File: config.mk
export PLATFORM = sky130hd
export DESIGN_NAME = ahb_slave_mem
export DESIGN_NICKNAME = d
export VERILOG_FILES = /design/src/rtl/ahb_slave_mem.sv
export SDC_FILE = /design/constraint.sdc
export NUM_CORES = 2
export LEC_CHECK = 0
export CELL_PAD_IN_SITES_DETAIL_PLACEMENT = 0
export CELL_PAD_IN_SITES_GLOBAL_PLACEMENT = 1
export CORE_MARGIN = 2
export CORE_UTILIZATION = 25
export CTS_BUF_LIST = sky130_fd_sc_hd__clkbuf_8 sky130_fd_sc_hd__clkbuf_16
export CTS_CLUSTER_DIAMETER = 200
export DETAILED_ROUTE_END_ITERATION = 16
export PLACE_DENSITY = 0.44
export SLEW_MARGIN = 20
export SYNTH_ARGS = -nofsm -noshare
export SYNTH_HDL_FRONTEND = slang
export SYNTH_SLANG_ARGS = --single-unit
File: constraint.sdc
create_clock -name HCLK -period 3.45 [get_ports HCLK]
set_input_delay 0.8625 -clock HCLK [delete_from_list [all_inputs] [get_ports HCLK]]
set_output_delay 0.8625 -clock HCLK [all_outputs]
set_load 0.02 [all_outputs]
File: src/rtl/ahb_slave_mem.sv
// AHB-Lite memory slave: word array with byte/half/word lanes and fixed wait states.
// Define AHB_SLAVE_ERR_EN for decode/alignment checks with a two-cycle ERROR response.
module ahb_slave_mem #(
  parameter int unsigned ADDR_WIDTH  = 8,
  parameter int unsigned DEPTH       = 64,
  parameter int unsigned WAIT_STATES = 0
) (
  input  logic        HCLK,
  input  logic        HRESETn,
  input  logic        HSEL,
  input  logic [31:0] HADDR,
  input  logic [1:0]  HTRANS,
  input  logic        HWRITE,
  input  logic [2:0]  HSIZE,
  input  logic [31:0] HWDATA,
  input  logic        HREADY,
  output logic        HREADYOUT,
  output logic        HRESP,
  output logic [31:0] HRDATA
);

  localparam int unsigned IdxW  = ADDR_WIDTH - 2;
  localparam int unsigned MemAw = (DEPTH > 1) ? $clog2(DEPTH) : 1;

`ifdef AHB_SLAVE_ERR_EN
  typedef enum logic [1:0] {StIdle, StWait, StErr1, StErr2} state_e;
`else
  typedef enum logic [1:0] {StIdle, StWait} state_e;
`endif

  state_e            state_q, state_d;
  logic [3:0]        cnt_q, cnt_d;
  logic              act_q, act_d;
  logic              write_q, write_d;
  logic [2:0]        size_q, size_d;
  logic [1:0]        off_q, off_d;
  logic [IdxW-1:0]   idx_q, idx_d;
  logic [31:0]       mem_q [DEPTH];

  logic              accept;
  logic              can_accept;
  logic              commit;
  logic [IdxW-1:0]   addr_idx;
  logic [MemAw-1:0]  widx;
  logic [3:0]        lane_mask;
  logic              unused_ok;

  assign accept    = HSEL & HREADY & HTRANS[1];
  assign addr_idx  = HADDR[ADDR_WIDTH-1:2];
  assign unused_ok = ^{HADDR[31:ADDR_WIDTH], HTRANS[0]};
  // Out-of-range indices only reach here when error checking is off: wrap them.
  assign widx      = MemAw'(32'(idx_q) % DEPTH);

`ifdef AHB_SLAVE_ERR_EN
  logic addr_err;
  assign addr_err = (32'(addr_idx) >= DEPTH)
                  | ((HSIZE == 3'd1) & HADDR[0])
                  | ((HSIZE == 3'd2) & (HADDR[1:0] != 2'b00))
                  | (HSIZE > 3'd2);
`endif

  always_comb begin
    state_d    = state_q;
    cnt_d      = cnt_q;
    act_d      = act_q;
    write_d    = write_q;
    size_d     = size_q;
    off_d      = off_q;
    idx_d      = idx_q;
    commit     = 1'b0;
    can_accept = 1'b0;
    case (state_q)
      StIdle: begin
        can_accept = 1'b1;
        commit     = act_q & write_q;
        act_d      = 1'b0;
      end
      StWait: begin
        cnt_d = cnt_q - 4'd1;
        if (cnt_q == 4'd1) state_d = StIdle;
      end
`ifdef AHB_SLAVE_ERR_EN
      StErr1: state_d = StErr2;
      StErr2: begin
        can_accept = 1'b1;
        state_d    = StIdle;
      end
`endif
      default: state_d = StIdle;
    endcase

    if (can_accept && accept) begin
      idx_d   = addr_idx;
      off_d   = HADDR[1:0];
      write_d = HWRITE;
      size_d  = HSIZE;
`ifdef AHB_SLAVE_ERR_EN
      if (addr_err) begin
        act_d   = 1'b0;
        state_d = StErr1;
      end else
`endif
      begin
        act_d   = 1'b1;
        cnt_d   = 4'(WAIT_STATES);
        state_d = (WAIT_STATES != 0) ? StWait : StIdle;
      end
    end
  end

  always_comb begin
    lane_mask = 4'b1111;
    if (size_q == 3'd0) begin
      lane_mask = 4'b0001 << off_q;
    end else if (size_q == 3'd1) begin
      lane_mask = off_q[1] ? 4'b1100 : 4'b0011;
    end
  end

  always_ff @(posedge HCLK or negedge HRESETn) begin
    if (!HRESETn) begin
      state_q <= StIdle;
      cnt_q   <= '0;
      act_q   <= 1'b0;
      write_q <= 1'b0;
      size_q  <= '0;
      off_q   <= '0;
      idx_q   <= '0;
    end else begin
      state_q <= state_d;
      cnt_q   <= cnt_d;
      act_q   <= act_d;
      write_q <= write_d;
      size_q  <= size_d;
      off_q   <= off_d;
      idx_q   <= idx_d;
    end
  end

  always_ff @(posedge HCLK or negedge HRESETn) begin
    if (!HRESETn) begin
      for (int w = 0; w < int'(DEPTH); w++) mem_q[w] <= '0;
    end else if (commit) begin
      for (int b = 0; b < 4; b++) begin
        if (lane_mask[b]) mem_q[widx][8*b +: 8] <= HWDATA[8*b +: 8];
      end
    end
  end

  assign HREADYOUT = (state_q == StIdle)
`ifdef AHB_SLAVE_ERR_EN
                   | (state_q == StErr2)
`endif
                   ;
`ifdef AHB_SLAVE_ERR_EN
  assign HRESP = (state_q == StErr1) | (state_q == StErr2);
`else
  assign HRESP = 1'b0;
`endif
  // Read data is a live view of the array, so a write committed at the accept edge is seen.
  assign HRDATA = (act_q && !write_q) ? mem_q[widx] : 32'h0;

endmodule

## Yosys cells after proc, flatten, opt, wreduce, memory -nomap -nowiden

Cells that the tools add are included.

- Output and inout port bits: 34
- Bits of input ports: 74
- Flip-flop bits (word level): 2067

- $add $sub $neg: 1
- $lt $le $gt $ge: 2
- Shift-type cells: 1
- Reductions and logical operators: 9
- Equal/unequal tests: 5
- Mux-type cells: 35
- Bitwise operators: 4

Operators with widths:

| cell | number |
|---|---|
| $mux W2048 | 7 |
| $bwmux W2048 | 4 |
| $demux W32 S6 | 4 |
| $bmux W32 S6 | 1 |
| $mux W32 | 4 |
| $mux W24 | 1 |
| $mux W4 | 5 |
| $mux W16 | 1 |
| $mux W8 | 1 |
| $ge A7 B7 Y1 const B | 1 |
| $lt A7 B1 Y1 const B | 1 |
| $not A6 Y7 | 1 |
| $eq A4 B1 Y1 const B | 1 |
| $mux W1 | 4 |
| $mux W2 | 2 |
| $pmux W2 S2 | 1 |
| $reduce_bool A2 Y1 | 2 |
| $shl A1 B2 Y4 const A | 1 |
| $sub A4 B1 Y4 const B | 1 |
| $and A1 B1 Y1 | 3 |
| $eq A3 B1 Y1 const B | 1 |
| $logic_and A1 B1 Y1 | 3 |
| $logic_not A3 Y1 | 1 |
| $ne A3 B3 Y1 const B | 1 |
| other kinds (5) | 5 |

## Logic depth before layout (Yosys ltp)

- Depth in word-level cells: 16
- Gate-level depth with buffers: 10

## Worst setup path before layout

OpenSTA, ideal clock, no wires.

- Kind: flip-flop to output port
- From: register idx_q[1]
- To: output HRDATA[28]
- Stages on the path, launching flop included: 10
- Arrival: 2.177 ns
- Data required time: 2.588 ns
- Buffers on the path: 3
- Slack: 0.410 ns
- Path through: dfrtp_1 buf_4 nor2_1 clkbuf_1 clkbuf_1 a22oi_1 o22ai_1 o21ai_0 o2111a_1 a41oi_1

- Word-level cells in the longest chain between the ends: 5

RTL lines:

| item | line | RTL |
|---|---|---|
| start: declaration | 37 | `logic [IdxW-1:0] idx_q, idx_d;` |
| start signal: assignment | 136 | `idx_q <= idx_d;` |
| $not A6 Y7 (implied by the code) | 161 | `assign HRDATA = (act_q && !write_q) ? mem_q[widx] : 32'h0;` |
| $bmux W32 S6 | 161 |  |
| $mux W32 (implied by the code) (2 in series) | 161 |  |
| $mux W32 | 161 |  |
| end: declaration | 19 | `output logic [31:0] HRDATA` |

Every way passes these cells. The select of a mux whose other input is x is not followed.

## Worst setup path after layout

- From: register idx_q[1]
- To: output HRDATA[8]

The elaborated chain is that of the path after synthesis.

==> results.md <==
Floorplan:
- The die is 616 um tall.
- 108 I/O pins were placed.
- The floorplan die width is 616 um.
- The initial utilization of the core area, before any placement, comes to 25.1%.
- Row generation in the floorplan step produced 224 rows.
- The area of the core is around 0.37 sq mm.
- The total die area is 0.379 sq mm.

Timing:
- The time the worst path needs with I/O delays and setup is roughly 4.6 ns.
- The total count of max-transition violations in the final report is 0.
- The transition time at the pin with the least slew margin is 0.959 ns.
- Static timing analysis puts the maximum clock frequency at 215 MHz.
- The number of hold violations in the final report is 0.
- The worst slew margin relative to its limit is 36.1%.
- Setup repair after global routing could not meet its margin everywhere.
- The post-route clock skew is a little over 0.05 ns.
- The ratio of final minimum period to clock period is 135%.
- Once routing completed, OpenROAD measured the worst setup slack at -1.19 ns.
- The final number of setup-violating endpoints is 32.

Pwr:
- The design draws 68.0 mW.
- The total power density per cell area is 556 mW/mm^2.
- The standby leakage power is 54.6 nW.
- IR analysis of the VDD net gives a maximum drop of 439 uV.

Worst setup path:
- The worst flop-to-flop path startpoint is idx_q[0].
- For the worst setup path, the data arrival time is 3.78 ns.
- STA classifies the critical path endpoint as a primary output.
- The worst setup path is launched from a flip-flop.
- The destination of the worst register-to-register timing path is mem_q[813].
- The worst reg-to-reg setup slack is 0.02 ns.
- The path depth of the worst reg2reg path is 11.
- The largest stage delay on the critical path is around 0.57 ns.
- Walking the worst path, the cells encountered are buf_4 > nor2b_4 > buf_6 > buf_12 > buf_4 > a221oi_1 > o22a_1 > o211ai_1 > o31a_1 > buf_12 > buf_12.
- Along the worst path, the maximum fanout reaches 8.
- The critical path is of the reg2out type.
- STA puts the critical path data required time at 2.59 ns.
- On the critical path, the stage with the largest delay is an instance of dfrtp_4.
- Among the stages of the critical path, the cell type that occurs most often is buf_12.

Final layout:
- After filler insertion, the fill cell instance count of the layout stands at roughly 37000.
- In the layout the commonest cells are mux2_2, dfrtp_1, buf_4.
- The total non-filler cell area in the finished layout is 0.122 sq mm.
- Relative to the synthesized area, the layout overhead comes to 30.7%.
- Of the cells placed in the final design, the portion with a size suffix greater than 1 is a little under three fifths.
- Once layout is complete, the cells apart from fillers number 12900.
- The layout net count is 7828.
- Cells fill 32.8% of the core in the end.
- The library cell used most frequently in the layout, excluding fill and tap cells, is mux2_2.

Logic synthesis:
- Of all cell types, the one taking the most synthesized area is dfrtp_1.
- The share of the synthesized area in the top cell type is 55.1%.
- Of the synthesized area, sequential elements account for roughly 55%.
- Sorting the synthesized cells by area gives the leading types as dfrtp_1, mux2_2, a221oi_1.
- Counting every net in the synthesized netlist gives 6920.
- After synthesis the netlist holds a flip-flop and latch count of 2061.
- For this run, asynchronously set or reset flops after synthesis account for 100%.
- The post-synthesis cell type count is between 60 and 70.
- For this run, the leading register cell type out of synthesis is dfrtp_1.
- The cell count after synthesis is 6846.
- The Yosys step of the flow raised 0 warnings.
- In this run the mean area of a mapped cell was 13.7 sq um.
- Counting flops with a built-in enable in the synthesized netlist gives 0.
- In this run the cell area of the synthesized design comes to 0.0936 sq mm.

Routing:
- The number of DRC violations after detailed routing is 0.
- For this block, the initial DRC count from the detailed router was 4326.
- After detailed routing, the average wire length per cell comes to 30.9 um.
- After detailed routing, the number of vias per cell comes to 5.05.
- The total vias in the final route is 65300.
- Summed over all layers, the routed wires come to 400000 um.
- The count of antenna-violating nets left after detailed routing is 0.
- Before antenna repair, the detailed router went through 5 iterations.

Clocking:
- In this run the deepest clock path goes through 4 buffers.
- The CTS tree is built.
- The number of levels the H-tree was split into is 4.
- In this run, CTS created clock tree buffers numbering approximately 240.
- Clock-pin slew was measured on the worst setup and hold paths at roughly 0.060 ns.
- CTS placed an instance of clkbuf_16 at the clock tree root.
- The later-pin clock latency in the skew report is approximately 0.95 ns.
- The tree built by TritonCTS fans out to 2061 sinks.

Worst hold path:
- The worst hold path was traced through 2 stages.
- The min-delay analysis places its worst path in the category in2reg.
- The endpoint of the worst hold-timing path is mem_q[1360].
- The worst min-delay path startpoint is HWDATA[16].

Outcome:
- The checks that failed: setup timing.
- The flow ran to the end, but the final reports show violations.

Global routing:
- For this run the aggregate overflow at the end of global routing stands at 0.
- The first global-routing pass estimated ~560000 um of wire.
- Entering global routing, the biggest net connects ~150 pins.
- The number of global-route vias before repair is approximately 70000.
- Global routing used 20.6% of the available tracks.
- The number of antenna violations at the first check in global routing is 29.

Placement:
- The HPWL reported at the end of detailed placement is 276000 um.
- The number of port buffers is 80.
- The placed cell count is 12400.
- Routability-driven placement finished with a final weighted congestion of between 0.8 and 0.9.
- The cell area after placement is 0.109 sq mm.

Job:
- The number of max-cap violations is 0.
-- power by group --
group / leakage [nW] / total, mW / internal, mW / switching, mW
combinational: 22.9 / 15.5 / 6.36 / 9.15
clock: 4.26 / 26.4 / 15.4 / 11.0
sequential: 27.5 / 26.1 / 25.4 / 0.716
-- routing by layer --
| layer | GRT usage, % | vias to the layer above | routed length, um |
|---|---|---|---|
| met4 | 6.73 | 8 | 14500 |
| met2 | 33.4 | 1319 | 186000 |
| met1 | 28.7 | 35900 | 185000 |
| met5 | 0 | - | 301 |
| met3 | 2.19 | 467 | 13900 |
| li1 | - | 27700 | - |
-- how the worst max path moves through the flow --
stage	from	to	slack [ns]	depth (start not counted)
3_5_place_dp	idx_q[0]	HRDATA[20]	-0.82	10
3_3_place_gp	idx_q[0]	HRDATA[20]	-0.88	10
4_1_cts	idx_q[2]	HRDATA[22]	-1.30	10
6_report	idx_q[1]	HRDATA[8]	-1.19	11
2_1_floorplan	idx_q[1]	HRDATA[28]	0.41	9
5_1_grt	idx_q[2]	HRDATA[30]	-1.27	11
-- cell type report --
cell class	instances	area, sq um	share of cell area (%)
multi-input combinational	4180	42300	34.5
timing repair buffer	1263	14000	11.5
clock buffer	307	6970	5.70
tap	4972	6220	5.09
clock inverter	133	1180	0.963
antenna	10	25.0	0.0205
inverter	5	45.0	0.0368
sequential	2061	51600	42.2
-- timing repair --
| action | 4_1_cts | 5_1_grt |
|---|---|---|
| pin swaps | 71 | 84 |
| buffers inserted | 69 | 47 |
| hold endpoints to repair | 17 | 0 |
| cloned | 12 | 8 |
| hold buffers | 1 | 0 |
| resized for setup | 468 | 237 |
| endpoints found under the setup margin | 163 | 32 |
-- state kept, by name, indices dropped and copies added, names as in the netlist --
name     count
act_q        1
idx_q        6
mem_q     2048
off_q        2
size_q       3
write_q      1
-- critical path, delay by kind of cell, from the launching register on --
| kind | cells | cell delay (ns) |
|---|---|---|
| flip-flops | 1 | 0.57 |
| buffers and inverters | 6 | 0.92 |
| AND/OR/NAND/NOR | 1 | 0.29 |
| AO/OA/AOI/OAI | 4 | 1.01 |
-- cell usage after synthesis (18+ instances only) --
library cell	instances
mux2_2	2082
dfrtp_1	2061
a221oi_1	428
clkbuf_1	372
a22oi_1	213
nor2_1	190
nor2_2	180
mux2i_1	175
o21ai_0	161
o22ai_1	151
buf_2	122
nand2_1	119
mux4_2	92
buf_1	72
nand3_1	62
a21oi_1	42
buf_4	32
a22o_1	26
nor3_1	25
a211oi_1	20
o221ai_1	20
o31a_1	18
-- through the flow --
stage / hold WS, ns / setup WS (ns) / TNS (ns)
2_1_floorplan: 0.453 / 0.410 / 0
3_3_place_gp: 0.466 / -0.878 / -14.50
3_5_place_dp: 0.476 / -0.824 / -14.84
4_1_cts: 0.216 / -1.30 / -36.55
5_1_grt: 0.265 / -1.27 / -37.10
6_report: 0.252 / -1.19 / -34.19
-- logic make-up after synthesis --
family	share of synthesized area, %
other	0.00803
AND/OR/NAND/NOR	3.62
AO/OA/AOI/OAI	9.24
flip-flops	55.1
buffers and inverters	2.75
multiplexers	29.3
Power figures use the tool's default switching activity.
